[src/rtl/i2c_arb_pkg.sv]
// Shared types and default sizing for the I2C access arbiter.
// The command struct is sized by the package widths, so override these together with the top parameters.
package i2c_arb_pkg;

    localparam int ARB_NREQ       = 4;
    localparam int ARB_DATAWIDTH  = 8;
    localparam int ARB_ADDRWIDTH  = 6;
    localparam int ARB_WR_HOLD    = 4;
    localparam int ARB_RD_TIMEOUT = 63;
    localparam int ARB_LOAD_SEL   = 3;
    localparam int ARB_IDXW       = $clog2(ARB_NREQ);

    typedef enum logic [2:0] {
        IDLE,
        ISSUE,
        WAIT_WR,
        WAIT_RD,
        RESP
    } arb_state_t;

    typedef struct packed {
        logic                     write;
        logic [ARB_ADDRWIDTH-1:0] addr;
        logic [ARB_DATAWIDTH-1:0] wdata;
        logic [ARB_IDXW-1:0]      idx;
    } arb_cmd_t;

    function automatic int max_int(input int a, input int b);
        return (a > b) ? a : b;
    endfunction

endpackage

[src/rtl/rr_picker.sv]
// Combinational round-robin pick: first asserted request at or after ptr_i, wrapping.
// Zero latency; no backpressure, ptr_i must be below NREQ.
module rr_picker #(
    parameter int NREQ = 4,
    parameter int IDXW = $clog2(NREQ)
) (
    input  logic [NREQ-1:0] req_i,
    input  logic [IDXW-1:0] ptr_i,
    output logic [NREQ-1:0] grant_o,
    output logic [IDXW-1:0] idx_o,
    output logic            any_o
);

    logic [IDXW-1:0] cand;
    logic            found;

    always_comb begin
        grant_o = '0;
        idx_o   = '0;
        found   = 1'b0;
        cand    = '0;
        for (int i = 0; i < NREQ; i++) begin
            cand = IDXW'((int'(ptr_i) + i) % NREQ);
            if (!found && req_i[cand]) begin
                found         = 1'b1;
                grant_o[cand] = 1'b1;
                idx_o         = cand;
            end
        end
    end

    assign any_o = |req_i;

endmodule

[src/rtl/i2c_access_arbiter.sv]
// Round-robin arbiter sharing one i2c_wrapper port; grant+strobe 1 cycle after request, one command outstanding.
// Requesters hold req_valid until req_ready; responses are one-cycle pulses with no backpressure.
module i2c_access_arbiter
    import i2c_arb_pkg::*;
#(
    parameter int NREQ       = ARB_NREQ,
    parameter int DATAWIDTH  = ARB_DATAWIDTH,
    parameter int ADDRWIDTH  = ARB_ADDRWIDTH,
    parameter int WR_HOLD    = ARB_WR_HOLD,
    parameter int RD_TIMEOUT = ARB_RD_TIMEOUT,
    parameter int LOAD_SEL   = ARB_LOAD_SEL
) (
    input  logic                            clk,
    input  logic                            reset,
    input  logic [NREQ-1:0]                 req_valid,
    input  logic [NREQ-1:0]                 req_write,
    input  logic [NREQ*ADDRWIDTH-1:0]       req_addr,
    input  logic [NREQ*DATAWIDTH-1:0]       req_wdata,
    output logic [NREQ-1:0]                 req_ready,
    output logic [NREQ-1:0]                 rsp_valid,
    output logic [DATAWIDTH-1:0]            rsp_data,
    output logic                            rsp_error,
    output logic                            busy,
    output logic                            wr_en,
    output logic                            rd_en,
    output logic [ADDRWIDTH-1:0]            addr,
    output logic [DATAWIDTH-1:0]            D,
    output logic [$clog2(DATAWIDTH)-1:0]    S,
    output logic                            MSBIn,
    output logic                            LSBIn,
    input  logic [DATAWIDTH-1:0]            dataout,
    input  logic                            DataValid
);

    localparam int IDXW = $clog2(NREQ);
    localparam int CNTW = $clog2(max_int(WR_HOLD, RD_TIMEOUT) + 1);
    localparam int SW   = $clog2(DATAWIDTH);

    arb_state_t           state_q, state_d;
    arb_cmd_t             cmd_q, cmd_d;
    logic [CNTW-1:0]      cnt_q, cnt_d;
    logic [IDXW-1:0]      rr_ptr_q, rr_ptr_d;
    logic [NREQ-1:0]      req_ready_q, req_ready_d;
    logic [NREQ-1:0]      rsp_valid_q, rsp_valid_d;
    logic [DATAWIDTH-1:0] rsp_data_q, rsp_data_d;
    logic                 rsp_error_q, rsp_error_d;
    logic                 wr_en_q, wr_en_d;
    logic                 rd_en_q, rd_en_d;

    logic [NREQ-1:0]      pick_grant;
    logic [IDXW-1:0]      pick_idx;
    logic                 pick_any;
    logic                 sel_write;
    logic [ADDRWIDTH-1:0] sel_addr;
    logic [DATAWIDTH-1:0] sel_wdata;
    logic [CNTW-1:0]      cnt_inc;

    rr_picker #(
        .NREQ (NREQ),
        .IDXW (IDXW)
    ) u_picker (
        .req_i   (req_valid),
        .ptr_i   (rr_ptr_q),
        .grant_o (pick_grant),
        .idx_o   (pick_idx),
        .any_o   (pick_any)
    );

    always_comb begin
        sel_write = 1'b0;
        sel_addr  = '0;
        sel_wdata = '0;
        for (int i = 0; i < NREQ; i++) begin
            if (pick_idx == IDXW'(i)) begin
                sel_write = req_write[i];
                sel_addr  = req_addr[i*ADDRWIDTH +: ADDRWIDTH];
                sel_wdata = req_wdata[i*DATAWIDTH +: DATAWIDTH];
            end
        end
    end

    // Saturate rather than wrap so a stuck wait can never alias back to a match.
    assign cnt_inc = (cnt_q == '1) ? cnt_q : cnt_q + 1'b1;

    always_comb begin
        state_d     = state_q;
        cmd_d       = cmd_q;
        cnt_d       = cnt_q;
        rr_ptr_d    = rr_ptr_q;
        req_ready_d = '0;
        rsp_valid_d = '0;
        rsp_data_d  = rsp_data_q;
        rsp_error_d = rsp_error_q;
        wr_en_d     = 1'b0;
        rd_en_d     = 1'b0;
        case (state_q)
            IDLE: begin
                if (pick_any) begin
                    cmd_d.write = sel_write;
                    cmd_d.addr  = sel_addr;
                    cmd_d.wdata = sel_wdata;
                    cmd_d.idx   = pick_idx;
                    req_ready_d = pick_grant;
                    wr_en_d     = sel_write;
                    rd_en_d     = !sel_write;
                    state_d     = ISSUE;
                end
            end
            ISSUE: begin
                cnt_d   = '0;
                state_d = cmd_q.write ? WAIT_WR : WAIT_RD;
            end
            WAIT_WR: begin
                cnt_d = cnt_inc;
                if (cnt_q == CNTW'(WR_HOLD - 1)) begin
                    rsp_valid_d = NREQ'(1) << cmd_q.idx;
                    rsp_data_d  = '0;
                    rsp_error_d = 1'b0;
                    state_d     = RESP;
                end
            end
            WAIT_RD: begin
                cnt_d = cnt_inc;
                if (DataValid) begin
                    rsp_valid_d = NREQ'(1) << cmd_q.idx;
                    rsp_data_d  = dataout;
                    rsp_error_d = 1'b0;
                    state_d     = RESP;
                end else if (cnt_q == CNTW'(RD_TIMEOUT - 1)) begin
                    rsp_valid_d = NREQ'(1) << cmd_q.idx;
                    rsp_data_d  = '0;
                    rsp_error_d = 1'b1;
                    state_d     = RESP;
                end
            end
            RESP: begin
                rr_ptr_d = (cmd_q.idx == IDXW'(NREQ - 1)) ? '0 : cmd_q.idx + 1'b1;
                state_d  = IDLE;
            end
            default: state_d = IDLE;
        endcase
    end

    always_ff @(posedge clk) begin
        if (!reset) begin
            state_q     <= IDLE;
            cmd_q       <= '0;
            cnt_q       <= '0;
            rr_ptr_q    <= '0;
            req_ready_q <= '0;
            rsp_valid_q <= '0;
            rsp_data_q  <= '0;
            rsp_error_q <= 1'b0;
            wr_en_q     <= 1'b0;
            rd_en_q     <= 1'b0;
        end else begin
            state_q     <= state_d;
            cmd_q       <= cmd_d;
            cnt_q       <= cnt_d;
            rr_ptr_q    <= rr_ptr_d;
            req_ready_q <= req_ready_d;
            rsp_valid_q <= rsp_valid_d;
            rsp_data_q  <= rsp_data_d;
            rsp_error_q <= rsp_error_d;
            wr_en_q     <= wr_en_d;
            rd_en_q     <= rd_en_d;
        end
    end

    assign req_ready = req_ready_q;
    assign rsp_valid = rsp_valid_q;
    assign rsp_data  = rsp_data_q;
    assign rsp_error = rsp_error_q;
    assign busy      = (state_q != IDLE);
    assign wr_en     = wr_en_q;
    assign rd_en     = rd_en_q;
    assign addr      = cmd_q.addr;
    assign D         = cmd_q.wdata;
    assign S         = SW'(LOAD_SEL);
    assign MSBIn     = 1'b0;
    assign LSBIn     = 1'b0;

endmodule

[config.mk]
export PLATFORM = sky130hd
export DESIGN_NAME = i2c_access_arbiter
export DESIGN_NICKNAME = d
export VERILOG_FILES = /design/src/rtl/i2c_arb_pkg.sv /design/src/rtl/rr_picker.sv /design/src/rtl/i2c_access_arbiter.sv
export SDC_FILE = /design/constraint.sdc
export NUM_CORES = 1
export LEC_CHECK = 0
export CAP_MARGIN = 15
export CELL_PAD_IN_SITES_DETAIL_PLACEMENT = 2
export CELL_PAD_IN_SITES_GLOBAL_PLACEMENT = 2
export CORE_MARGIN = 2
export CORE_UTILIZATION = 25
export DETAILED_ROUTE_END_ITERATION = 12
export PLACE_DENSITY = 0.86
export SYNTH_ARGS = -nofsm -noshare
export SYNTH_HDL_FRONTEND = slang
export SYNTH_SLANG_ARGS = --single-unit
[constraint.sdc]
create_clock -name clk -period 3.95 [get_ports clk]
set_input_delay 0.395 -clock clk [delete_from_list [all_inputs] [get_ports clk]]
set_output_delay 0.395 -clock clk [all_outputs]
set_load 0.05 [all_outputs]
==> flow_metrics.tcl, run 1 <==
set metrics [dict create \
    cts-resized-gates 0 \
    numCtsBuffers 5 \
    synth_top_family_by_area "compound AO/OA/AOI/OAI gates" \
    synth.most_common_cell "dfxtp_1" \
    hold_class "flip-flop to flip-flop" \
    globalplace.congestion 0.757 \
    synthCells 332 \
    vias 2739 \
    avgSynthCellArea_um2 8.92 \
    max_cap_violations 0 \
    synth_area_um2 2960 \
    max_freq_mhz 328 \
    setup_violations 0 \
    final-max-slew-violation-count 0 \
    hold_depth 2 \
    start_util_pct 25.8 \
    num-nets-final 504 \
    grt.overflow.total 0 \
    dp_hpwl_um 7420 \
    yosys-top-cells-count "47 x dfxtp_1, 28 x nand2_1, 20 x buf_4, 19 x nor2b_1" \
    power_mw 1.57 \
    row_count 39 \
    grt_pass1_vias 3024 \
    wl_per_cell_um 16.8 \
    fin_skew_ns 0.00398 \
    grt_antenna_before_repair 0 \
    r2r_slack_ns 0.92 \
    critPathKind "primary input to flip-flop" \
    synth_compound_area_share_pct 20.8 \
    reg2reg_depth 8 \
    synth_simple_gate_area_share_pct 19.3 \
    fin_crit_sh_pct 77.1 \
    n_fill_cell 1270 \
    clkSlewWorstSetupHoldPaths_ns 0.06 \
    synthAdderAreaFrac_pct 5.91 \
    ys_ff_latch 47 \
    cts_setup_buffers 0 \
    drt-vias-per-instance 4.90 \
    synth_top_flop_cell "dfxtp_1" \
    slew-limit-headroom_pct 38.9 \
    n_antenna_cell 0 \
    drt_iter0_drc 91 \
    placed_area_um2 4010 \
    min-delay-start "rsp_error$_SDFFE_PN0P_" \
    cp-start-kind "primary input" \
    async_flop_share_pct 0 \
    dp_cells 551 \
    yosys-mux-area-fraction_pct 11.4 \
    tightest_slew_ns 0.917 \
    r2r_end "rd_en$_SDFF_PN0_" \
    ff_latch_area_um2 941 \
    layout-drive-gt1-share_pct 6.01 \
    grt_max_degree 29 \
    synth_edf_count 0 \
    synth_area_leaders "dfxtp_1 32%, mux2i_1 6.1%, ha_1 5.9%" \
    cts_root_buf "clkbuf_16" \
    cts_sinks 47 \
    status "completed" \
    yosysTopAreaCellShare_pct 31.8 \
    ctsHtreeMaxLevel 2 \
    setup_tns_ns 0 \
    worst_hold_path.endpoint "rsp_error$_SDFFE_PN0P_" \
    dr.pass1.iters 4 \
    leakagePower_nw 1.58 \
    max-vdd-ir-drop_uv 171 \
    design_area_um2 4160 \
    core_area_um2 11500 \
    hold_buffers 0 \
    period_needed_ns 3.05 \
    multiInputGateArea_um2 1760 \
    synth_cell_types 49 \
    yosysTopAreaCell "dfxtp_1" \
    instances_no_fill 559 \
    cts.path.max_buffers 2 \
    die-area_um2 12700 \
    worst-path-max-fanout 13 \
    arrival_ns 3.23 \
    synth_warnings 0 \
    clkLatencyLatePin_ns 0.28 \
    die_w_um 113 \
    critPathCaptureType "flip-flop" \
    ant_nets 0 \
    grt.total_usage_pct 14.8 \
    rsz0062_at_grt "false" \
    final-hold-violation-count 0 \
    drc 0 \
    timing.rr.start "rr_ptr_q[0]$_SDFFE_PN0N_" \
    required_ns 4.14 \
    post-route-util_pct 36.3 \
    powerDensity_nw_per_um2 377 \
    areaGrowthSynthToFinish_pct 40.5 \
    synth-seq-area-share_pct 31.8 \
    num_io_pins 114 \
    grt_pass1_wl_um 15300 \
    portBuffers 108 \
    synth_xor_area_share_pct 1.18 \
    wirelength_um 9400 \
    die_y_um 113 \
    cts_tree "yes" \
]
[worst max path at each step]
stage                                         from                   end  slack [ns]  depth (start not counted)
after floorplan           rr_ptr_q[0]$_SDFFE_PN0N_     D[0]$_SDFFE_PN0P_        0.82                         13
after global placement                req_valid[3]  addr[4]$_SDFFE_PN0P_        0.78                          7
after detailed placement              req_valid[3]      rd_en$_SDFF_PN0_        0.64                          7
after CTS                 rr_ptr_q[0]$_SDFFE_PN0N_      rd_en$_SDFF_PN0_        0.87                          8
after global routing                  req_valid[3]     D[4]$_SDFFE_PN0P_        0.59                          7
final                                 req_valid[3]     D[4]$_SDFFE_PN0P_        0.90                          7
[cell usage in the layout (no fill, tap or decap), types with 2 or more instances in the layout]
cell type        instances
clkdlybuf4s50_1        108
dfxtp_1                 47
nand2_1                 28
nor2b_1                 19
mux2i_1                 18
a22oi_1                 18
and3_1                  16
a21boi_0                16
a21oi_1                 15
o21ai_0                 15
o211ai_1                14
ha_1                    14
nor2_1                  10
mux2_2                   6
nand3_1                  6
inv_1                    5
and2_1                   5
conb_1                   5
clkbuf_16                5
mux4_2                   4
buf_4                    4
nand4_1                  3
xor2_1                   3
nor4_1                   2
o22ai_1                  2
and4_1                   2
nor3b_1                  2
a211oi_1                 2
clkbuf_8                 2
[layer usage]
| metal | vias up | part of all wire (%) | GRT usage [%] |
|---|---|---|---|
| met1 | 1318 | 43 | 17.7 |
| met5 | - | 0 | 0 |
| li1 | 1342 | - | - |
| met2 | 73 | 51 | 27.1 |
| met4 | 0 | 0.87 | 3.58 |
| met3 | 6 | 5.0 | 2.95 |
[layout make-up]
class	instances	area share, %
Multi-Input combinational cell	244	42.2
Timing Repair Buffer	112	26.7
Sequential cell	47	22.6
Tap cell	143	4.30
Clock buffer	8	3.76
Inverter	5	0.451
[state kept, by name (all words and copies together) (netlist names)]
signal,cells
rsp_error,1
rsp_valid,4
cnt_q,6
rr_ptr_q,2
rd_en,1
addr,6
D,8
req_ready,4
rsp_data,8
wr_en,1
cmd_q,3
state_q,3
[stage by stage]
step | setup WS, ns | hold WS, ns
after floorplan | 0.821 | 0.443
after global placement | 0.785 | 0.454
after detailed placement | 0.636 | 0.465
after CTS | 0.867 | 0.470
after global routing | 0.587 | 0.506
final | 0.903 | 0.462
[cells by family (layout without fill, tap and decap cells)]
family / count (synthesis) / in the layout
muxes: 28 / 28
other: 2 / 5
AOI/OAI and AO/OA: 91 / 91
DFF: 47 / 47
xor gates and xnor gates: 4 / 4
adders and majority gates: 14 / 14
buffers and inverters: 44 / 125
and+or+nand+nor: 102 / 102
[worst max-delay path: stages]
cell	delay (ns)
clkdlybuf4s50_1	0.65
nor4_1	0.17
nor2_1	0.48
nand2_1	0.35
a21oi_1	0.79
o21ai_0	0.23
o211ai_1	0.16
[power breakdown]
group	internal [mW]	switching, mW	total, mW
Combinational	0.224	0.335	0.559
Clock	0.270	0.173	0.443
Sequential	0.525	0.0425	0.567
Total	1.02	0.551	1.57
No activity file was read; power rests on OpenSTA's default activity.
==> run 2: changes to the inputs <==
Settings changed: CORE_UTILIZATION 25 to 23, PLACE_DENSITY 0.86 to 0.84.
Clock period 3.95 ns to 2.6 ns, I/O delays scaled along.
==> flow_metrics.tcl, run 2 (synthesized netlist as in run 1, its figures left out) <==
set metrics [dict create \
    status "completed" \
    core_area_um2 12600 \
    grt_pass1_wl_um 16600 \
    drc 0 \
    reg2reg_depth 9 \
    dp_hpwl_um 8060 \
    min-delay-start "rsp_error$_SDFFE_PN0P_" \
    final-max-slew-violation-count 0 \
    grt.overflow.total 0 \
    grt_max_degree 26 \
    clkLatencyLatePin_ns 0.29 \
    die-area_um2 13800 \
    r2r_slack_ns 0.12 \
    fin_crit_sh_pct 95.5 \
    clkSlewWorstSetupHoldPaths_ns 0.06 \
    final_cell_mix "108 x clkdlybuf4s50_1, 46 x dfxtp_1, 28 x nand2_1" \
    pre_cts_ws_ns -0.206 \
    final-hold-violation-count 0 \
    row_count 41 \
    num-nets-final 526 \
    max-vdd-ir-drop_uv 226 \
    grt.total_usage_pct 14.8 \
    final_common_cell "clkdlybuf4s50_1" \
    slew-limit-headroom_pct 62.7 \
    hold_class "flip-flop to flip-flop" \
    drt-vias-per-instance 4.68 \
    critPathCaptureType "flip-flop" \
    critPathMaxStageDelay_ns 0.36 \
    tightest_slew_ns 0.556 \
    wirelength_um 10400 \
    setup_violations 0 \
    vias 2859 \
    leakagePower_nw 1.71 \
    num_io_pins 114 \
    numCtsBuffers 5 \
    timing.rr.start "rr_ptr_q[1]$_SDFFE_PN0N_" \
    cts_tree "yes" \
    fin_skew_ns 0.00676 \
    cts.path.max_buffers 2 \
    start_util_pct 23.5 \
    dr.pass1.iters 4 \
    grt_antenna_before_repair 1 \
    cts_sinks 47 \
    worst_hold_path.endpoint "rsp_error$_SDFFE_PN0P_" \
    instances_no_fill 611 \
    n_fill_cell 1439 \
    portBuffers 108 \
    areaGrowthSynthToFinish_pct 49.5 \
    powerDensity_nw_per_um2 555 \
    wl_per_cell_um 17.0 \
    cts_root_buf "clkbuf_16" \
    drt_iter0_drc 81 \
    placed_area_um2 4230 \
    design_area_um2 4430 \
    hold_buffers 0 \
    max_cap_violations 0 \
    worst_slack_ns 0.117 \
    post-route-util_pct 35.1 \
    hold_depth 2 \
    period_needed_ns 2.48 \
    globalplace.congestion 0.814 \
    grt_pass1_vias 3156 \
    arrival_ns 2.63 \
    worst-path-max-fanout 25 \
    power_mw 2.46 \
    cp-start-kind "flip-flop" \
    critPathKind "flip-flop to flip-flop" \
    required_ns 2.75 \
    setup_tns_ns 0 \
    ant_nets 0 \
    crit_slowest_cell "mux4_2" \
    die_y_um 117 \
    hold_ws_ns 0.489 \
    dp_cells 599 \
    r2r_end "D[7]$_SDFFE_PN0P_" \
    layout-drive-gt1-share_pct 11.9 \
    max_freq_mhz 403 \
    ctsHtreeMaxLevel 2 \
    die_w_um 117 \
    path_cells "inv_1 -> ha_4 -> mux4_2 -> nand2b_4 -> a211o_4 -> buf_12 -> and3_1 -> o21ai_0 -> o211ai_1" \
]
==> run 2: final cells by class <==
type / count / area (µm²) / share of cell area [%]
clock buffers: 8 / 156 / 3.53
diodes: 1 / 2.50 / 0.0565
inverters: 5 / 26.3 / 0.594
multi-input cells: 244 / 1780 / 40.2
well taps: 172 / 215 / 4.86
flip-flops and latches: 47 / 945 / 21.3
repair buffers: 134 / 1300 / 29.4
==> run 2: how the worst max path moves through the flow <==
stage | startpoint | end | slack [ns] | depth (start not counted)
4_1_cts | rr_ptr_q[0]$_SDFFE_PN0N_ | addr[0]$_SDFFE_PN0P_ | 0.0004 | 9
5_1_grt | rr_ptr_q[1]$_SDFFE_PN0N_ | D[7]$_SDFFE_PN0P_ | -0.01 | 9
2_1_floorplan | rr_ptr_q[0]$_SDFFE_PN0N_ | D[0]$_SDFFE_PN0P_ | -0.03 | 13
3_5_place_dp | req_valid[1] | addr[0]$_SDFFE_PN0P_ | -0.21 | 8
3_3_place_gp | req_valid[1] | addr[0]$_SDFFE_PN0P_ | -0.08 | 8
6_report | rr_ptr_q[1]$_SDFFE_PN0N_ | D[7]$_SDFFE_PN0P_ | 0.12 | 9
==> run 2: what timing repair did <==
action	in CTS	in global routing
setup endpoints to repair	0	6
resized for setup	0	4
buffers inserted	0	3
==> run 2: metal layers <==
layer / global-route usage (%) / wire length [µm] / vias up
li1: - / - / 1386
met1: 16.4 / 4260 / 1386
met2: 27.7 / 5340 / 74
met3: 3.97 / 581 / 13
met4: 4.07 / 187 / 0
met5: 0 / 0 / -
==> run 2: power breakdown <==
part / total (mW) / switching [mW] / internal, mW
clock: 0.678 / 0.269 / 0.410
combinational: 0.914 / 0.532 / 0.383
sequential: 0.864 / 0.0667 / 0.797
total: 2.46 / 0.867 / 1.59
==> run 2: worst max-delay path: cells and delay by family (launching register included) <==
family | cells | cell delay (ns)
adders and majority gates | 1 | 0.33
AOI/OAI and AO/OA | 3 | 0.68
and+or+nand+nor | 2 | 0.34
buffers and inverters | 2 | 0.27
muxes | 1 | 0.36
DFF | 1 | 0.34
==> run 3: changes to the inputs <==
Settings changed: CORE_UTILIZATION 23 to 27, PLACE_DENSITY 0.84 to 0.92.
Clock period 2.6 ns to 3.02 ns, I/O delays scaled along.
==> flow_metrics.tcl, run 3 (synthesized netlist as in run 1, its figures left out) <==
set metrics [dict create \
    status "completed" \
    hold_buffers 0 \
    wl_per_cell_um 16.8 \
    grt_antenna_before_repair 0 \
    critPathCaptureType "flip-flop" \
    powerDensity_nw_per_um2 467 \
    final_common_cell "clkdlybuf4s50_1" \
    pre_cts_ws_ns 0.114 \
    multiInputGateArea_um2 1760 \
    wirelength_um 9460 \
    hold_class "flip-flop to flip-flop" \
    grt.overflow.total 0 \
    leakagePower_nw 1.59 \
    grt_pass1_wl_um 15600 \
    num-nets-final 511 \
    clkLatencyLatePin_ns 0.31 \
    core_area_um2 10800 \
    portBuffers 108 \
    layout-drive-gt1-share_pct 7.35 \
    slew-limit-headroom_pct 62.7 \
    final-max-slew-violation-count 0 \
    numCtsBuffers 5 \
    grt_pass1_vias 3109 \
    final-hold-violation-count 0 \
    cts-resized-gates 0 \
    die_y_um 109 \
    ff_latch_area_um2 941 \
    max_cap_violations 0 \
    post-route-util_pct 38.5 \
    cp-start-kind "flip-flop" \
    drt_iter0_drc 60 \
    cts_tree "yes" \
    power_mw 1.94 \
    setup_violations 0 \
    rsz0062_at_grt "false" \
    worst-path-max-fanout 26 \
    reg2reg_depth 9 \
    hold_depth 2 \
    n_fill_cell 1177 \
    setup_tns_ns 0 \
    period_needed_ns 2.73 \
    final_cell_mix "108 x clkdlybuf4s50_1, 47 x dfxtp_1, 28 x nand2_1" \
    drc 0 \
    worst_slack_ns 0.290 \
    dr.pass1.iters 4 \
    max-vdd-ir-drop_uv 222 \
    grt.total_usage_pct 16.6 \
    cts_setup_buffers 0 \
    cts_sinks 47 \
    die_w_um 109 \
    fin_crit_sh_pct 90.4 \
    cts_root_buf "clkbuf_8" \
    ctsHtreeMaxLevel 2 \
    fin_skew_ns 0.0121 \
    die-area_um2 11800 \
    num_io_pins 114 \
    areaGrowthSynthToFinish_pct 40.3 \
    dp_hpwl_um 7550 \
    row_count 38 \
    vias 2795 \
    max_freq_mhz 366 \
    clkSlewWorstSetupHoldPaths_ns 0.09 \
    tightest_slew_ns 0.558 \
    critPathKind "flip-flop to flip-flop" \
    required_ns 3.21 \
    globalplace.congestion 0.810 \
    drt-vias-per-instance 4.97 \
    arrival_ns 2.92 \
    start_util_pct 27.4 \
    grt_max_degree 27 \
    instances_no_fill 562 \
    cts.path.max_buffers 2 \
    n_antenna_cell 0 \
    dp_cells 555 \
    ant_nets 0 \
]
## run 3: cell count changes in the layout (fill, tap and decap cells not counted), sizes merged
| cell | previous run | this run |
|---|---|---|
| buf | 26 | 11 |
| bufinv | 0 | 1 |
| clkbuf | 8 | 6 |
| diode | 1 | 0 |
## run 3: area by class of cell
type                       count  area share [%]
timing repair buffer         119            28.0
inverter                       5           0.452
clock buffer                   6            1.75
clock inverter                 1           0.722
sequential                    47            22.6
tap                          140            4.21
multi-input combinational    244            42.2
## run 3: layer usage
layer  global-route usage (%)  wire, µm
met1                     19.3      3980
met3                     4.42       582
met4                     4.76       191
met2                     29.8      4700
met5                        0         0
## run 3: worst max-delay path, stage by stage, from the launching register on
cell and delay (ns):
dfxtp_1 0.34, inv_1 0.13, ha_1 0.46, mux4_2 0.40, nor4b_4 0.43, nand2b_2 0.15
buf_4 0.23, and3_1 0.19, o21ai_0 0.17, o211ai_1 0.11
## run 3: path summary, 6_finish.rpt
| path | startpoint | to | slack (ns) |
|---|---|---|---|
| max | rr_ptr_q[0]$_SDFFE_PN0N_ | addr[4]$_SDFFE_PN0P_ | 0.29 |
| max reg2reg | rr_ptr_q[0]$_SDFFE_PN0N_ | addr[4]$_SDFFE_PN0P_ | 0.29 |
| min reg2reg | cmd_q[16]$_SDFFE_PN0P_ | cmd_q[16]$_SDFFE_PN0P_ | 0.49 |
| min | cmd_q[16]$_SDFFE_PN0P_ | cmd_q[16]$_SDFFE_PN0P_ | 0.49 |
## run 3: report_power, final
part,switching (mW),internal (mW)
clock network,0.218,0.243
registers,0.0528,0.686
logic,0.439,0.304
total,0.710,1.23
## run 3: metrics by stage
step,hold WS (ns),cell area [µm²]
detailed placement,0.476,4050
global placement,0.454,4050
finish,0.492,4160
floorplan,0.443,2970
CTS,0.494,4160
global route,0.514,4160
